--- src/rtl/jtframe_multi_wait.sv ---
// Multi-channel CPU clock-enable gate: stalls each CPU on ROM waits or shared-device
// busy, counts cen pulses lost to ROM waits and replays them in idle bus cycles.
module jtframe_multi_wait #(
    parameter int               NCH      = 2,
    parameter int               DEVCNT   = 2,
    parameter int               CNTW     = 4,
    parameter logic [NCH-1:0]   REC_MASK = {NCH{1'b1}}
) (
    input  logic                  clk,
    input  logic                  rst,
    input  logic [NCH-1:0]        cen_in,
    output logic [NCH-1:0]        cen_out,
    output logic [NCH-1:0]        gate,
    input  logic [NCH-1:0]        rec_en,
    input  logic [DEVCNT-1:0]     dev_busy,
    input  logic [NCH-1:0]        rom_cs,
    input  logic [NCH-1:0]        rom_ok,
    output logic [NCH*CNTW-1:0]   miss_cnt,
    output logic [NCH-1:0]        lagging
);

    logic busy_any;

    assign busy_any = |dev_busy;

    for (genvar g = 0; g < NCH; g++) begin : g_ch
        logic            last_cs_q, last_cs_d;
        logic            locked_q, locked_d;
        logic            start_q, start_d;
        logic            cen_l_q, cen_l_d;
        logic [CNTW-1:0] miss_q, miss_d;
        logic            rom_posedge;
        logic            rom_bad;
        logic            stall_now;
        logic            rec;
        logic            gate_w;
        logic            cen_w;

        always_comb begin
            rom_posedge = rom_cs[g] & ~last_cs_q;
            rom_bad     = (rom_cs[g] & ~rom_ok[g]) | rom_posedge;
            stall_now   = rom_bad | busy_any;
            gate_w      = ~(stall_now | locked_q);
            // Replay only in a free slot: no real cen now, none last cycle, channel running
            rec         = REC_MASK[g] & (|miss_q) & ~cen_in[g] & rec_en[g]
                          & ~cen_l_q & gate_w;
            cen_w       = (cen_in[g] & gate_w) | rec;
        end

        always_comb begin
            last_cs_d = rom_cs[g];
            locked_d  = stall_now;
            start_d   = start_q | ~stall_now;
            cen_l_d   = cen_w;
            miss_d    = miss_q;
            if (!start_q) begin
                miss_d = '0;
            end else if (cen_in[g] && !gate_w && !busy_any) begin
                if (!(&miss_q)) begin
                    miss_d = miss_q + CNTW'(1);
                end
            end else if (rec) begin
                miss_d = miss_q - CNTW'(1);
            end
        end

        always_ff @(posedge clk or posedge rst) begin
            if (rst) begin
                last_cs_q <= 1'b1;
                locked_q  <= 1'b0;
                start_q   <= 1'b0;
                cen_l_q   <= 1'b0;
                miss_q    <= '0;
            end else begin
                last_cs_q <= last_cs_d;
                locked_q  <= locked_d;
                start_q   <= start_d;
                cen_l_q   <= cen_l_d;
                miss_q    <= miss_d;
            end
        end

        assign gate[g]                   = gate_w;
        assign cen_out[g]                = cen_w;
        assign miss_cnt[g*CNTW +: CNTW]  = miss_q;
        assign lagging[g]                = |miss_q;
    end

endmodule
--- config.mk ---
export PLATFORM = sky130hd
export DESIGN_NAME = jtframe_multi_wait
export DESIGN_NICKNAME = d
export VERILOG_FILES = /design/src/rtl/jtframe_multi_wait.sv
export SDC_FILE = /design/constraint.sdc
export NUM_CORES = 1
export LEC_CHECK = 0
export ABC_AREA = 1
export BUFFER_PORTS_ARGS = -buffer_cell sky130_fd_sc_hd__buf_2
export CORE_UTILIZATION = 52
export CTS_CLUSTER_DIAMETER = 40
export CTS_CLUSTER_SIZE = 20
export DETAILED_ROUTE_END_ITERATION = 16
export GPL_TIMING_DRIVEN = 0
export PLACE_DENSITY = 0.8
export SLEW_MARGIN = 20
export SYNTH_ARGS = -nofsm -noshare
export SYNTH_HDL_FRONTEND = slang
export SYNTH_SLANG_ARGS = --single-unit
export TNS_END_PERCENT = 1
--- constraint.sdc ---
create_clock -name clk -period 4.69 [get_ports clk]
set_input_delay 0.938 -clock clk [delete_from_list [all_inputs] [get_ports clk]]
set_output_delay 0.938 -clock clk [all_outputs]
set_load 0.05 [all_outputs]
==> results of run 1 <==
## final cells by class
class	instances	area [µm²]	area share, %
multi-input cells	83	523.0	42.70
flip-flops and latches	16	402.9	32.89
repair buffers	25	125.1	10.21
inverters	23	86.33	7.048
well taps	25	31.28	2.554
plain buffers	4	30.03	2.451
clock buffers	4	26.28	2.145
## power breakdown
| group | total [W] | leakage, nW | switching (W) | internal, W |
|---|---|---|---|---|
| combinational | 0.000404 | 0.476 | 0.000285 | 0.000119 |
| sequential | 0.000206 | 0.185 | 0.0000357 | 0.000171 |
| clock | 0.0000744 | 0.0150 | 0.0000414 | 0.0000330 |
| total | 0.000684 | 0.676 | 0.000362 | 0.000323 |
## flip-flops by register name, indices dropped and copies added, names as in the netlist
register / flops
g_ch.miss_q: 8
g_ch.cen_l_q: 2
g_ch.last_cs_q: 2
g_ch.locked_q: 2
g_ch.start_q: 2
## layer usage
metal  share of wire (%)  up-vias
li1                    -      450
met1                  42      403
met2                  54       22
met3                 3.5        2
met4                0.80        0
met5                   0        -
## final timing paths
check | slack, ns | to | cells after the start
min reg2reg | 0.56 | g_ch[1].miss_q[3]$_DFFE_PP0P_ | 2
max | 1.61 | cen_out[0] | 8
max in group asynchronous | 3.59 | g_ch[1].miss_q[2]$_DFFE_PP0P_ | 2
min | 0.56 | g_ch[1].miss_q[3]$_DFFE_PP0P_ | 2
max reg2reg | 2.67 | g_ch[0].miss_q[3]$_DFFE_PP0P_ | 14
min in group asynchronous | 0.69 | g_ch[0].miss_q[3]$_DFFE_PP0P_ | 2
## worst register-to-register path, delay by kind of cell, from the launching register on
kind | cells | cell delay [ns]
flops | 1 | 0.52
compound gates | 1 | 0.20
fa+ha+maj | 1 | 0.29
simple gates | 10 | 0.76
buf+inv | 1 | 0.08
xor+xnor | 1 | 0.15
## cell usage after synthesis
master / n / area [µm²]
nor3_1: 1 / 5.000
nand3b_1: 1 / 7.510
xor2_1: 1 / 8.760
inv_2: 4 / 15.01
nor2_1: 6 / 22.52
nand2_1: 32 / 120.1
o21ai_2: 1 / 8.760
ha_1: 4 / 50.05
a21oi_1: 1 / 5.000
fa_1: 2 / 40.04
nand3_4: 1 / 17.52
nor2_2: 1 / 6.260
nor2_4: 3 / 33.78
nand3_2: 3 / 30.03
dfstp_2: 2 / 52.55
inv_1: 19 / 71.32
nand3_1: 8 / 40.04
a21oi_2: 1 / 8.760
nand4_4: 1 / 21.27
dfrtp_1: 14 / 350.3
buf_4: 4 / 30.03
nand2_2: 4 / 25.02
o21ai_1: 2 / 10.01
nand4_1: 4 / 25.02
o21ai_0: 4 / 20.02
xnor2_1: 2 / 17.52
## through the flow
step	power, W	util (%)
floorplan	0.0005239	-
global placement	0.0005960	66.53
detailed placement	0.0006147	66.53
CTS	0.0006912	67.99
global route	0.0007471	67.99
finish	0.0006842	67.99
## cell families (layout without fill, tap and decap cells)
kind of cell / count (synthesis) / in the layout
DFF: 16 / 16
buffers and inverters: 27 / 56
AOI/OAI and AO/OA: 9 / 9
and+or+nand+nor: 65 / 65
adders and majority gates: 6 / 6
xor gates and xnor gates: 3 / 3
==> impl_metrics.toml, run 1 <==
[floorplanning]
rows = 15
die_width_um = 46.77
core_area_um2 = 1802
dieHeight_um = 46.77
ios = 26
fp.dieArea_um2 = 2187
start_util_pct = 57.85

[setup_path]
critPathMaxStageDelay_ns = 0.24
cp-startpoint = "dev_busy[1]"
crit_fanout = 4
r2r-start = "g_ch[0].last_cs_q$_DFF_PP1_"
path_cells = "buf_2, nor2_4, nand2_2, nor2_4, inv_2, o21ai_0, buf_4, buf_2"
start_kind = "input port"
crit_path_end_kind = "output port"
slowest_stage = "buf_2"
crit_type = "input port to output port"
cp.arrival_ns = 2.14
crit_family = "buffers and inverters"
crit_buf_inv = 4
cp.required_ns = 3.75

[synthesis]
syn_nets = 144
synth_compound_area_share_pct = 5.042
synth.cell_area_um2 = 1042
yosys.area_share.adder_pct = 8.643
synth_xor_area_share_pct = 2.521
yosysUniqueCellTypes = 26
yosys_warnings = 0
syn_avg_cell_area_um2 = 8.272
yosysSeqAreaShare_pct = 38.66
synthSimpleGateAreaFrac_pct = 33.97
muxShareOfSynthArea_pct = 0
synth_top_family_by_area = "simple AND/OR/NAND/NOR gates"
synthCells = 126
synth_seq_cells = 16

[finish]
area_delta_synth_final_pct = 17.53
drive_gt1_share_pct = 34.19
final_cells = 180
layout_common_cells = "nand2_1, buf_2, inv_1"
num-fill-cells = 170
diodes = 0
layout_commonest_cell = "nand2_1"
final_area_um2 = 1225
fin_nets = 174

[cts]
cts_buffers = 3
cts_resized = 0
hold_buffers = 0
clk_latency_ns = 0.29
cts_root_buf = "clkbuf_4"
clock_sinks = 16
cts_tree = "done"
cts-htree-levels = 1
path_clk_slew_ns = 0.10
cts_setup_buffers = 0
cts_buffer_depth = 2

[placed_design]
dp.final_hpwl_um = 1649
dp_slack_ns = 1.574
dpl_cell_area_um2 = 1199
io_buffer_count = 25
place_inst = 176
place_congestion = 0.8693

[routing]
dr.pass1.iters = 4
drc_errors = 0
viasPerCell = 4.872
drtIter0Drc = 11
wl_per_cell_um = 11.15
vias = 877
ant_nets = 0
wl_um = 2007

[pwr]
ir_drop_uv = 280.8
leakage_nw = 0.6756
p_per_area_nw_per_um2 = 558.5

[sta]
fin_skew_ns = 0.01583
holdWs_ns = 0.5579
drv_slew = 0
slew_headroom_pct = 60.48
rsz0062_at_grt = "false"
finalSetupViolations = 0
layout_setup_ws_ns = 1.608
worst_pin_slew_ns = 0.5921
tns_ns = 0
fin_crit_ns = 3.082
timing.fmax_mhz = 324.4
period_share_pct = 65.72
hold_violations = 0

[global_route]
use_met2_pct = 39.72
grt_pass1_vias = 798
use_met3_pct = 6.154
grt_overflow = 0
grt_usage_pct = 22.45
use_met1_pct = 26.32
busiest_layer = "met2"
grt_max_degree = 17
grt_pass1_wl_um = 3318
antenna_found_initial = 0

[worst_hold_path]
holdCritPathClass = "flop to flop"
min_from = "g_ch[1].miss_q[3]$_DFFE_PP0P_"

[job]
cap_violations = 0

[run_status]
status = "completed"
Note: power is estimated with default switching activity, not from simulation.
==> run 2, diff against run 1 <==
- ABC_AREA: 1 -> 0
- CORE_UTILIZATION: 52 -> 47
- PLACE_DENSITY: 0.8 -> 0.76
- clock period: 4.69 -> 2.5 ns (I/O delays scaled with it)
==> impl_metrics.toml, run 2 <==
[sta]
fin_skew_ns = 0.001010
fin_crit_ns = 2.412
hold_violations = 0
timing.fmax_mhz = 414.5
finalSetupViolations = 0
drv_slew = 0
period_share_pct = 96.49
worst_pin_slew_ns = 0.5863
rsz0062_at_grt = "false"
slew_headroom_pct = 60.87

[finish]
final_util_pct = 63.65
area_delta_synth_final_pct = 21.55
largest_register_ff_count = 8
regMostFlops = "g_ch.miss_q"
layout_common_cells = "buf_2, inv_1, dfrtp_1"
layout_commonest_cell = "buf_2"
final_area_um2 = 1313
fin_nets = 162
drive_gt1_share_pct = 36.36
diodes = 0
final_cells = 170

[cts]
cts_buffers = 3
clock_sinks = 16
path_clk_slew_ns = 0.10
cts-htree-levels = 1
cts_buffer_depth = 2
hold_buffers = 0
cts_root_buf = "clkbuf_4"
clk_latency_ns = 0.29
cts_tree = "done"

[setup_path]
rr_worst_depth = 7
crit_path_end_kind = "output port"
start_kind = "flop"
crit_family = "simple AND/OR/NAND/NOR gates"
r2r-start = "g_ch[0].last_cs_q$_DFF_PP1_"
rr_endpoint = "g_ch[0].miss_q[3]$_DFFE_PP0P_"
critPathMaxStageDelay_ns = 0.58
r2r_slack_ns = 0.18
crit_buf_inv = 2
cp.required_ns = 2.00
crit_fanout = 6
path_cells = "or4_4, a31oi_1, nor2b_1, buf_4, buf_2"
slowest_stage = "or4_4"
crit_type = "flop to output port"
cp.arrival_ns = 1.91

[placed_design]
place_inst = 164
dp.final_hpwl_um = 1984
place_congestion = 0.8309
io_buffer_count = 25
dpl_cell_area_um2 = 1240

[run_status]
status = "completed"

[global_route]
antenna_found_initial = 0
use_met3_pct = 2.469
grt_pass1_wl_um = 4298
grt_max_degree = 17
busiest_layer = "met2"
grt_overflow = 0
grt_pass1_vias = 964
use_met1_pct = 30.29
use_met2_pct = 37.84
grt_usage_pct = 22.93

[routing]
ant_nets = 0
wl_per_cell_um = 15.16
dr.pass1.iters = 4
viasPerCell = 6.071
vias = 1032
wl_um = 2577
drc_errors = 0
drtIter0Drc = 21

[floorplanning]
rows = 16
start_util_pct = 52.37
die_width_um = 49.93
fp.dieArea_um2 = 2493
core_area_um2 = 2062
ios = 26
dieHeight_um = 49.93

[synthesis]
synth_most_common_cell = "dfrtp_1"
syn_nets = 130
synth_seq_cells = 16
synth_top_area_share_pct = 32.44
ys_top_cells_by_area = "dfrtp_1, dfstp_2, ha_1"
syn_avg_cell_area_um2 = 9.641
yosysUniqueCellTypes = 41
synth_edf_count = 0
synth_top_area_cell = "dfrtp_1"
yosysSeqAreaShare_pct = 37.31
synth_ff_type = "dfrtp_1"
async_reset_ff_share_pct = 100.0
synthCells = 112
yosys-top-cells-count = "dfrtp_1, inv_1, a21oi_1, nand4_1, nor3_1"
synth.cell_area_um2 = 1080
yosys_warnings = 0

[pwr]
power_w = 0.001364
p_per_area_nw_per_um2 = 1039
leakage_nw = 0.6101
ir_drop_uv = 630.5

[worst_hold_path]
holdCritPathClass = "input port to asynchronous set/reset pin"

[job]
cap_violations = 0
[run 2: cell count changes in the layout (fill, tap and decap cells not counted), sizes merged, moves of 4 or more]
cell,previous run,this run
nor3,1,6
nand3,12,4
a21oi,2,7
nand2,36,5
nor2,10,2
or4,0,4
o2111ai,0,4
inv,23,10
[run 2: worst max-delay path by stage]
stage / to / from / depth (start not counted) / slack, ns
after CTS: cen_out[1] / g_ch[1].miss_q[0]$_DFFE_PP0P_ / 6 / 0.02
after detailed placement: g_ch[1].miss_q[3]$_DFFE_PP0P_ / rom_cs[1] / 9 / -0.24
after global placement: g_ch[1].miss_q[3]$_DFFE_PP0P_ / rom_cs[1] / 9 / -0.11
final: cen_out[0] / g_ch[0].miss_q[3]$_DFFE_PP0P_ / 5 / 0.09
after floorplan: cen_out[1] / g_ch[1].miss_q[0]$_DFFE_PP0P_ / 5 / 0.03
after global routing: cen_out[0] / g_ch[0].miss_q[0]$_DFFE_PP0P_ / 5 / 0.004
[run 2: power by group]
group / switching (W) / internal, W / total, W
Clock: 0.0000883 / 0.0000889 / 0.000177
Combinational: 0.000502 / 0.000274 / 0.000776
Sequential: 0.0000836 / 0.000327 / 0.000411
Total: 0.000674 / 0.000690 / 0.00136
[run 2: repair_timing]
item | in CTS | in global routing
setup buffers | 2 | 1
resized for setup | 5 | 4
endpoints found under the setup margin | 2 | 3
[run 2: cell families (layout without fill, tap and decap cells)]
family | Yosys count | in the layout | share of synthesized area [%]
compound gates | 31 | 31 | 21.21
xor+xnor | 2 | 2 | 1.623
fa+ha+maj | 6 | 6 | 8.343
buf+inv | 15 | 46 | 6.605
flops | 16 | 16 | 37.31
mux | 1 | 1 | 0.9270
simple gates | 41 | 41 | 23.99
[run 2: layout make-up]
| type | count | area [µm²] |
|---|---|---|
| fillers | 181 | 749.5 |
| inverters | 10 | 37.54 |
| repair buffers | 28 | 153.9 |
| well taps | 27 | 33.78 |
| flip-flops and latches | 16 | 407.9 |
| clock buffers | 4 | 36.28 |
| multi-input cells | 81 | 613.1 |
| plain buffers | 4 | 30.03 |
[run 2: per-layer routing]
| metal | share of wire, % | vias to the layer above |
|---|---|---|
| met5 | 0 | - |
| met4 | 1.6 | 0 |
| met3 | 4.8 | 5 |
| met2 | 49 | 41 |
| met1 | 45 | 494 |
| li1 | - | 492 |
[run 2: stage by stage]
| stage | setup WS, ns | hold slack, ns | TNS (ns) |
|---|---|---|---|
| after floorplan | 0.02716 | 0.4123 | 0 |
| after global placement | -0.1148 | 0.5379 | -0.1148 |
| after detailed placement | -0.2434 | 0.5356 | -0.2434 |
| after CTS | 0.01729 | 0.2765 | 0 |
| after global routing | 0.004004 | 0.2908 | 0 |
| final | 0.08771 | 0.2470 | 0 |
